==> src/rtl/icache_dm_refill.sv <==
// Direct-mapped instruction cache with a blocking miss/refill controller.
// Hits return one cycle after lookup; a miss stalls fetch until the refilled line is replayed.
module icache_dm_refill #(
  parameter int LINES = 8,
  parameter int WORDS = 4
) (
  input  logic                i_clk,
  input  logic                i_rst_n,
  input  logic                i_fetch_en,
  input  logic [31:0]         i_address,
  input  logic                i_flush,
  output logic [31:0]         o_inst,
  output logic                o_hit,
  output logic                o_stall,
  output logic                o_mem_req,
  output logic [31:0]         o_mem_addr,
  input  logic                i_mem_ack,
  input  logic [32*WORDS-1:0] i_mem_data,
  output logic [31:0]         o_hit_count,
  output logic [31:0]         o_miss_count
);
  localparam int OFF_W = $clog2(WORDS);
  localparam int IDX_W = $clog2(LINES);
  localparam int TAG_W = 30 - OFF_W - IDX_W;
  localparam int OFF_S = (OFF_W > 0) ? OFF_W : 1;
  localparam logic [31:0] LINE_MASK = ~((32'd1 << (OFF_W + 2)) - 32'd1);

  typedef enum logic [1:0] {IDLE, MISS, FILL} state_t;

  state_t              r_state;
  logic [LINES-1:0]    r_valid;
  logic [TAG_W-1:0]    r_tag  [LINES];
  logic [32*WORDS-1:0] r_data [LINES];
  logic [31:0]         r_addr;
  logic [31:0]         r_inst;
  logic                r_hit;
  logic                r_stall;
  logic                r_mem_req;
  logic [31:0]         r_mem_addr;
  logic [31:0]         r_hit_count;
  logic [31:0]         r_miss_count;

  function automatic logic [IDX_W-1:0] f_idx(input logic [31:0] a);
    return a[IDX_W+OFF_W+1:OFF_W+2];
  endfunction

  function automatic logic [TAG_W-1:0] f_tag(input logic [31:0] a);
    return a[31:IDX_W+OFF_W+2];
  endfunction

  // With a single word per line the offset field is empty; the mask forces it to zero.
  function automatic logic [OFF_S-1:0] f_off(input logic [31:0] a);
    return OFF_S'(a >> 2) & OFF_S'(WORDS - 1);
  endfunction

  logic [IDX_W-1:0]    w_idx;
  logic [IDX_W-1:0]    w_ridx;
  logic [32*WORDS-1:0] w_line;
  logic [32*WORDS-1:0] w_rline;
  logic [31:0]         w_word;
  logic [31:0]         w_rword;
  logic                w_lookup_hit;
  logic                w_fill;

  assign w_idx        = f_idx(i_address);
  assign w_ridx       = f_idx(r_addr);
  assign w_line       = r_data[w_idx];
  assign w_rline      = r_data[w_ridx];
  assign w_word       = w_line[{f_off(i_address), 5'd0} +: 32];
  assign w_rword      = w_rline[{f_off(r_addr), 5'd0} +: 32];
  assign w_lookup_hit = r_valid[w_idx] && (r_tag[w_idx] == f_tag(i_address));
  assign w_fill       = (r_state == MISS) && i_mem_ack;

  // Tag and data storage carry no reset; the valid bits alone qualify them.
  always_ff @(posedge i_clk) begin
    if (w_fill) begin
      r_tag[w_ridx]  <= f_tag(r_addr);
      r_data[w_ridx] <= i_mem_data;
    end
  end

  always_ff @(posedge i_clk or negedge i_rst_n) begin
    if (!i_rst_n) begin
      r_state      <= IDLE;
      r_valid      <= '0;
      r_addr       <= '0;
      r_inst       <= '0;
      r_hit        <= 1'b0;
      r_stall      <= 1'b0;
      r_mem_req    <= 1'b0;
      r_mem_addr   <= '0;
      r_hit_count  <= '0;
      r_miss_count <= '0;
    end else begin
      case (r_state)
        IDLE: begin
          if (i_flush) begin
            r_valid <= '0;
            r_hit   <= 1'b0;
          end else if (!i_fetch_en) begin
            r_hit <= 1'b0;
          end else if (w_lookup_hit) begin
            r_inst <= w_word;
            r_hit  <= 1'b1;
            if (r_hit_count != '1) r_hit_count <= r_hit_count + 32'd1;
          end else begin
            r_hit      <= 1'b0;
            r_stall    <= 1'b1;
            r_mem_req  <= 1'b1;
            r_mem_addr <= i_address & LINE_MASK;
            r_addr     <= i_address;
            if (r_miss_count != '1) r_miss_count <= r_miss_count + 32'd1;
            r_state    <= MISS;
          end
        end
        MISS: begin
          // A flush coinciding with the ack still leaves the refilled line valid.
          if (i_flush)
            r_valid <= w_fill ? (LINES'(1) << w_ridx) : '0;
          else if (w_fill)
            r_valid[w_ridx] <= 1'b1;
          if (w_fill) begin
            r_mem_req <= 1'b0;
            r_state   <= FILL;
          end
        end
        FILL: begin
          if (i_flush) r_valid <= '0;
          r_inst  <= w_rword;
          r_hit   <= 1'b1;
          r_stall <= 1'b0;
          r_state <= IDLE;
        end
        default: r_state <= IDLE;
      endcase
    end
  end

  assign o_inst       = r_inst;
  assign o_hit        = r_hit;
  assign o_stall      = r_stall;
  assign o_mem_req    = r_mem_req;
  assign o_mem_addr   = r_mem_addr;
  assign o_hit_count  = r_hit_count;
  assign o_miss_count = r_miss_count;

endmodule

==> config.mk <==
export PLATFORM = sky130hd
export DESIGN_NAME = icache_dm_refill
export DESIGN_NICKNAME = d
export VERILOG_FILES = /design/src/rtl/icache_dm_refill.sv
export SDC_FILE = /design/constraint.sdc
export NUM_CORES = 2
export LEC_CHECK = 0
export CORE_AREA = 2 2 385 539
export DETAILED_ROUTE_END_ITERATION = 8
export DIE_AREA = 0 0 387 541
export PLACE_DENSITY_LB_ADDON = 0.12
export SLEW_MARGIN = 20
export SYNTH_ARGS = -nofsm -noshare
export SYNTH_HDL_FRONTEND = slang
export SYNTH_SLANG_ARGS = --single-unit
export TNS_END_PERCENT = 1
==> constraint.sdc <==
create_clock -name i_clk -period 26.5 [get_ports i_clk]
set_input_delay 7.95 -clock i_clk [delete_from_list [all_inputs] [get_ports i_clk]]
set_output_delay 7.95 -clock i_clk [all_outputs]
set_load 0.005 [all_outputs]
==> metrics.md <==
| Metric | Value |
|---|---|
| Post-CTS Setup Bufs | `0` |
| Async set or reset register ratio after synthesis | `0.102` |
| Top FF cell, synth | `edfxtp_1` |
| Clock latency on the worst-skew pair | `0.79 ns` |
| Root buffer cell | `clkbuf_16` |
| Outcome | `complete, no violations` |
| Hold WS | `slightly below 0.5 ns` |
| Die width | `just under 400 µm` |
| Fill count | `roughly 19000` |
| Minimum clock period | `12.50 ns` |
| Post-Synthesis Cells | `about 2900` |
| FP Rows | `197` |
| Pwr per Cell Area | `77.4 nW/µm²` |
| Post_cts resized | `0` |
| Pleak | `22.4 nW` |
| Final wirelength | `176000 µm` |
| Max-cap violations | `0` |
| Number of flops mapped to enable cells by yosys | `1224` |
| First-pass DRT Iterations | `5` |
| Clock Skew | `0.0305 ns` |
| Worst slew pin tran | `1.12 ns` |
| Reg2Reg Launch Point | `r_addr[4]` |
| Flops & latches, synth | `about 1400` |
| YS warnings | `0` |
| Critical Path Start Type | `input port` |
| Hold Path Stages | `1` |
| Vias | `31200` |
| CP Data Required Time | `27.16 ns` |
| Worst Hold End | `o_inst[11]` |
| P&R area growth vs syn | `17.2%` |
| Vias per cell | `about 5.2` |
| Routability congestion estimate | `0.750` |
| Total grt overflow | `0` |
| Beginning of the worst hold path | `o_inst[11]` |
| Max Root-Sink Buffers | `3` |
| Pin count of the biggest net entering global routing | `103` |
| Clock Sinks | `1363` |
| RR Endpoint | `r_data[1][90]` |
| Avg Inst Size Synth | `21.3 µm²` |
| Max-slew headroom at the worst pin | `0.251` |
| ANT nets after route | `0` |
| Post-Syn Area | `61000 µm²` |
| Max Slew Vio Count | `0` |
| Final period util | `0.472` |
| Final Non-Filler Cells | `5939` |
| # DRC | `0` |
| Crit path kind | `input port to flip-flop` |
| Die area | `between 200000 and 250000 µm²` |
| Critical path peak fanout | `98` |
| Crit. End Element | `flip-flop` |
| Clock-pin slew on the worst setup and hold paths | `0.06 ns` |
| Fmax | `80.0 MHz` |
| DP HPWL | `between 90000 and 100000 µm` |
| Worst hold path class | `flip-flop to flip-flop` |
| Initial antenna violation count | `between 40 and 50` |
| RSZ-0062 raised after global routing | `no` |
| First-pass GRT wire length | `254000 µm` |
| Core Area | `between 200000 and 250000 µm²` |
| Total GRT Usage | `0.169` |
| CP arrival | `13.16 ns` |
| Nets | `3293` |
| Setup tns final | `0 ns` |
| Layout cell share with drive strength beyond 1 | `0.316` |
| Register area share after synthesis | `0.660` |
| Cell variety after synth | `48` |
| Initial DRC Count | `2329` |
| Final setup vio count | `0` |
| Io pins | `296` |
| Die height | `541 µm` |
| Hold-fix buffers, CTS | `0` |
| Vias in the first global route | `34700` |
| Maximum vdd drop | `between 40 and 50 µV` |
| R2R cell count | `5` |
| CTS buffer count | `149` |
| Final core utilization | `0.349` |
| DP Cell Count | `5660` |
| CTS tree | `built` |
| Initial Util | `0.298` |
| Avg WL per Cell | `between 20 and 30 µm` |
| Reg2Reg Setup Slack | `about 22 ns` |
| H-Tree Depth | `4` |
| # port buffers | `approximately 290` |
| Final hold violation count | `0` |
[routing by layer]
metal	wire [µm]	global-route usage	vias up
met3	11000	0.0411	269
met2	87300	0.284	907
li1	-	-	12800
met4	3550	0.0424	40
met5	250	0	-
met1	74300	0.219	17100
[state kept, by name, indices dropped and copies added, names as in the netlist]
signal and flops:
r_data 1024, r_tag 200, o_hit_count 32, o_inst 32
o_miss_count 32, r_addr 30, r_valid 8, r_state 2
o_hit 1, o_mem_req 1, o_stall 1
[synthesized netlist by cell type, types with 3 or more instances]
master     instances  area share
edfxtp_1        1224        0.60
mux4_2           680        0.25
dfrtp_1          139       0.057
clkbuf_1         112      0.0069
mux2i_1           75       0.012
nand2_1           67      0.0041
mux2_2            64       0.012
xnor2_1           59      0.0085
buf_1             56      0.0034
o21ai_0           46      0.0038
buf_4             35      0.0043
mux2_1            33      0.0061
nand4_1           33      0.0034
and3_1            29      0.0030
nand3_1           28      0.0023
buf_2             23      0.0019
a21oi_1           22      0.0018
xor2_1            21      0.0030
nor2_1            20      0.0012
nor3_1            12     0.00099
nor2b_1            9     0.00092
and2_1             8     0.00082
a22oi_1            6     0.00074
and4_1             6     0.00086
a31oi_1            5     0.00051
buf_6              5     0.00092
a22o_1             4     0.00057
nand2b_1           4     0.00041
o2111ai_1          4     0.00057
inv_1              3     0.00018
nand4b_1           3     0.00043
nor4_1             3     0.00031
[layout by cell type, fill, tap and decap left out, types with 5 or more instances in the layout]
master and instances:
xnor2_1 59, nand2_1 67, nor3_1 10, clkdlybuf4s50_1 283, diode_2 10, dfrtp_1 133
clkinv_1 28, nor2_4 6, and2_1 8, xor2_1 21, nor2_1 14, dfrtp_4 5
mux2_2 64, clkinv_2 20, clkbuf_8 10, mux2_1 33, and4_1 6, edfxtp_1 1224
bufinv_16 7, buf_4 47, a21oi_1 21, nand4_1 33, clkbuf_1 41, a22oi_1 6
and3_1 29, clkinvlp_4 5, mux2i_1 75, mux4_2 680, buf_12 9, nand3_1 28
nor2b_1 9, a31oi_1 5, o21ai_0 46, clkbuf_16 153
[where the power goes]
group          internal [mW]  leakage, nW  switching (mW)  total (mW)
logic                  0.512         7.36           0.451       0.963
registers               2.47         12.8           0.106        2.57
clock network           1.15         2.24           0.848        2.00
total                   4.12         22.4            1.41        5.53
[kinds of logic (layout without fill, tap and decap cells)]
logic type	Yosys count	in the layout	synth area share
buffers and inverters	234	616	0.0176
multiplexers	852	852	0.281
flip-flops	1363	1363	0.660
adder cells (fa/ha/maj)	2	2	0.000410
AO/OA/AOI/OAI	95	95	0.00917
other	1	14	0.0000615
XOR/XNOR	80	80	0.0115
AND/OR/NAND/NOR	231	231	0.0199
[critical path: stages]
cell	delay, ns
buf_8	0.71
buf_4	0.88
mux4_2	0.41
mux2i_1	0.30
xor2_1	0.37
nand4_1	0.17
nor4_1	0.61
a31oi_1	0.25
or2_2	0.33
buf_4	0.42
mux2_1	0.45
[through the flow]
step | total power, mW | setup slack [ns] | cell area [µm²]
detailed placement | 3.60 | 13.26 | 66800
floorplan | 3.22 | 6.89 | 61000
global route | 5.76 | 13.83 | 71400
finish | 5.53 | 14.00 | 71500
global placement | 3.59 | 13.24 | 66800
CTS | 5.63 | 14.10 | 71400
[layout make-up]
cell class | count | area (µm²) | area share
antenna | 10 | 25.0 | 0.000350
timing repair buffer | 345 | 3450 | 0.0483
clock inverter | 66 | 520 | 0.00728
sequential | 1363 | 40300 | 0.563
multi-input combinational | 1264 | 19700 | 0.276
tap | 2686 | 3360 | 0.0470
inverter | 3 | 11.3 | 0.000158
clock buffer | 202 | 4090 | 0.0573
[how the worst max path moves through the flow]
| stage | from | to | slack, ns | depth (start not counted) |
|---|---|---|---|---|
| final | i_address[5] | o_inst[5] | 14.00 | 11 |
| after global routing | i_address[5] | o_inst[5] | 13.83 | 11 |
| after global placement | i_address[5] | o_inst[1] | 13.24 | 11 |
| after detailed placement | i_address[5] | o_inst[0] | 13.26 | 11 |
| after CTS | i_address[5] | o_inst[5] | 14.10 | 11 |
| after floorplan | i_mem_ack | r_valid[4] | 6.89 | 6 |
No activity file was read; power rests on OpenSTA's default activity.
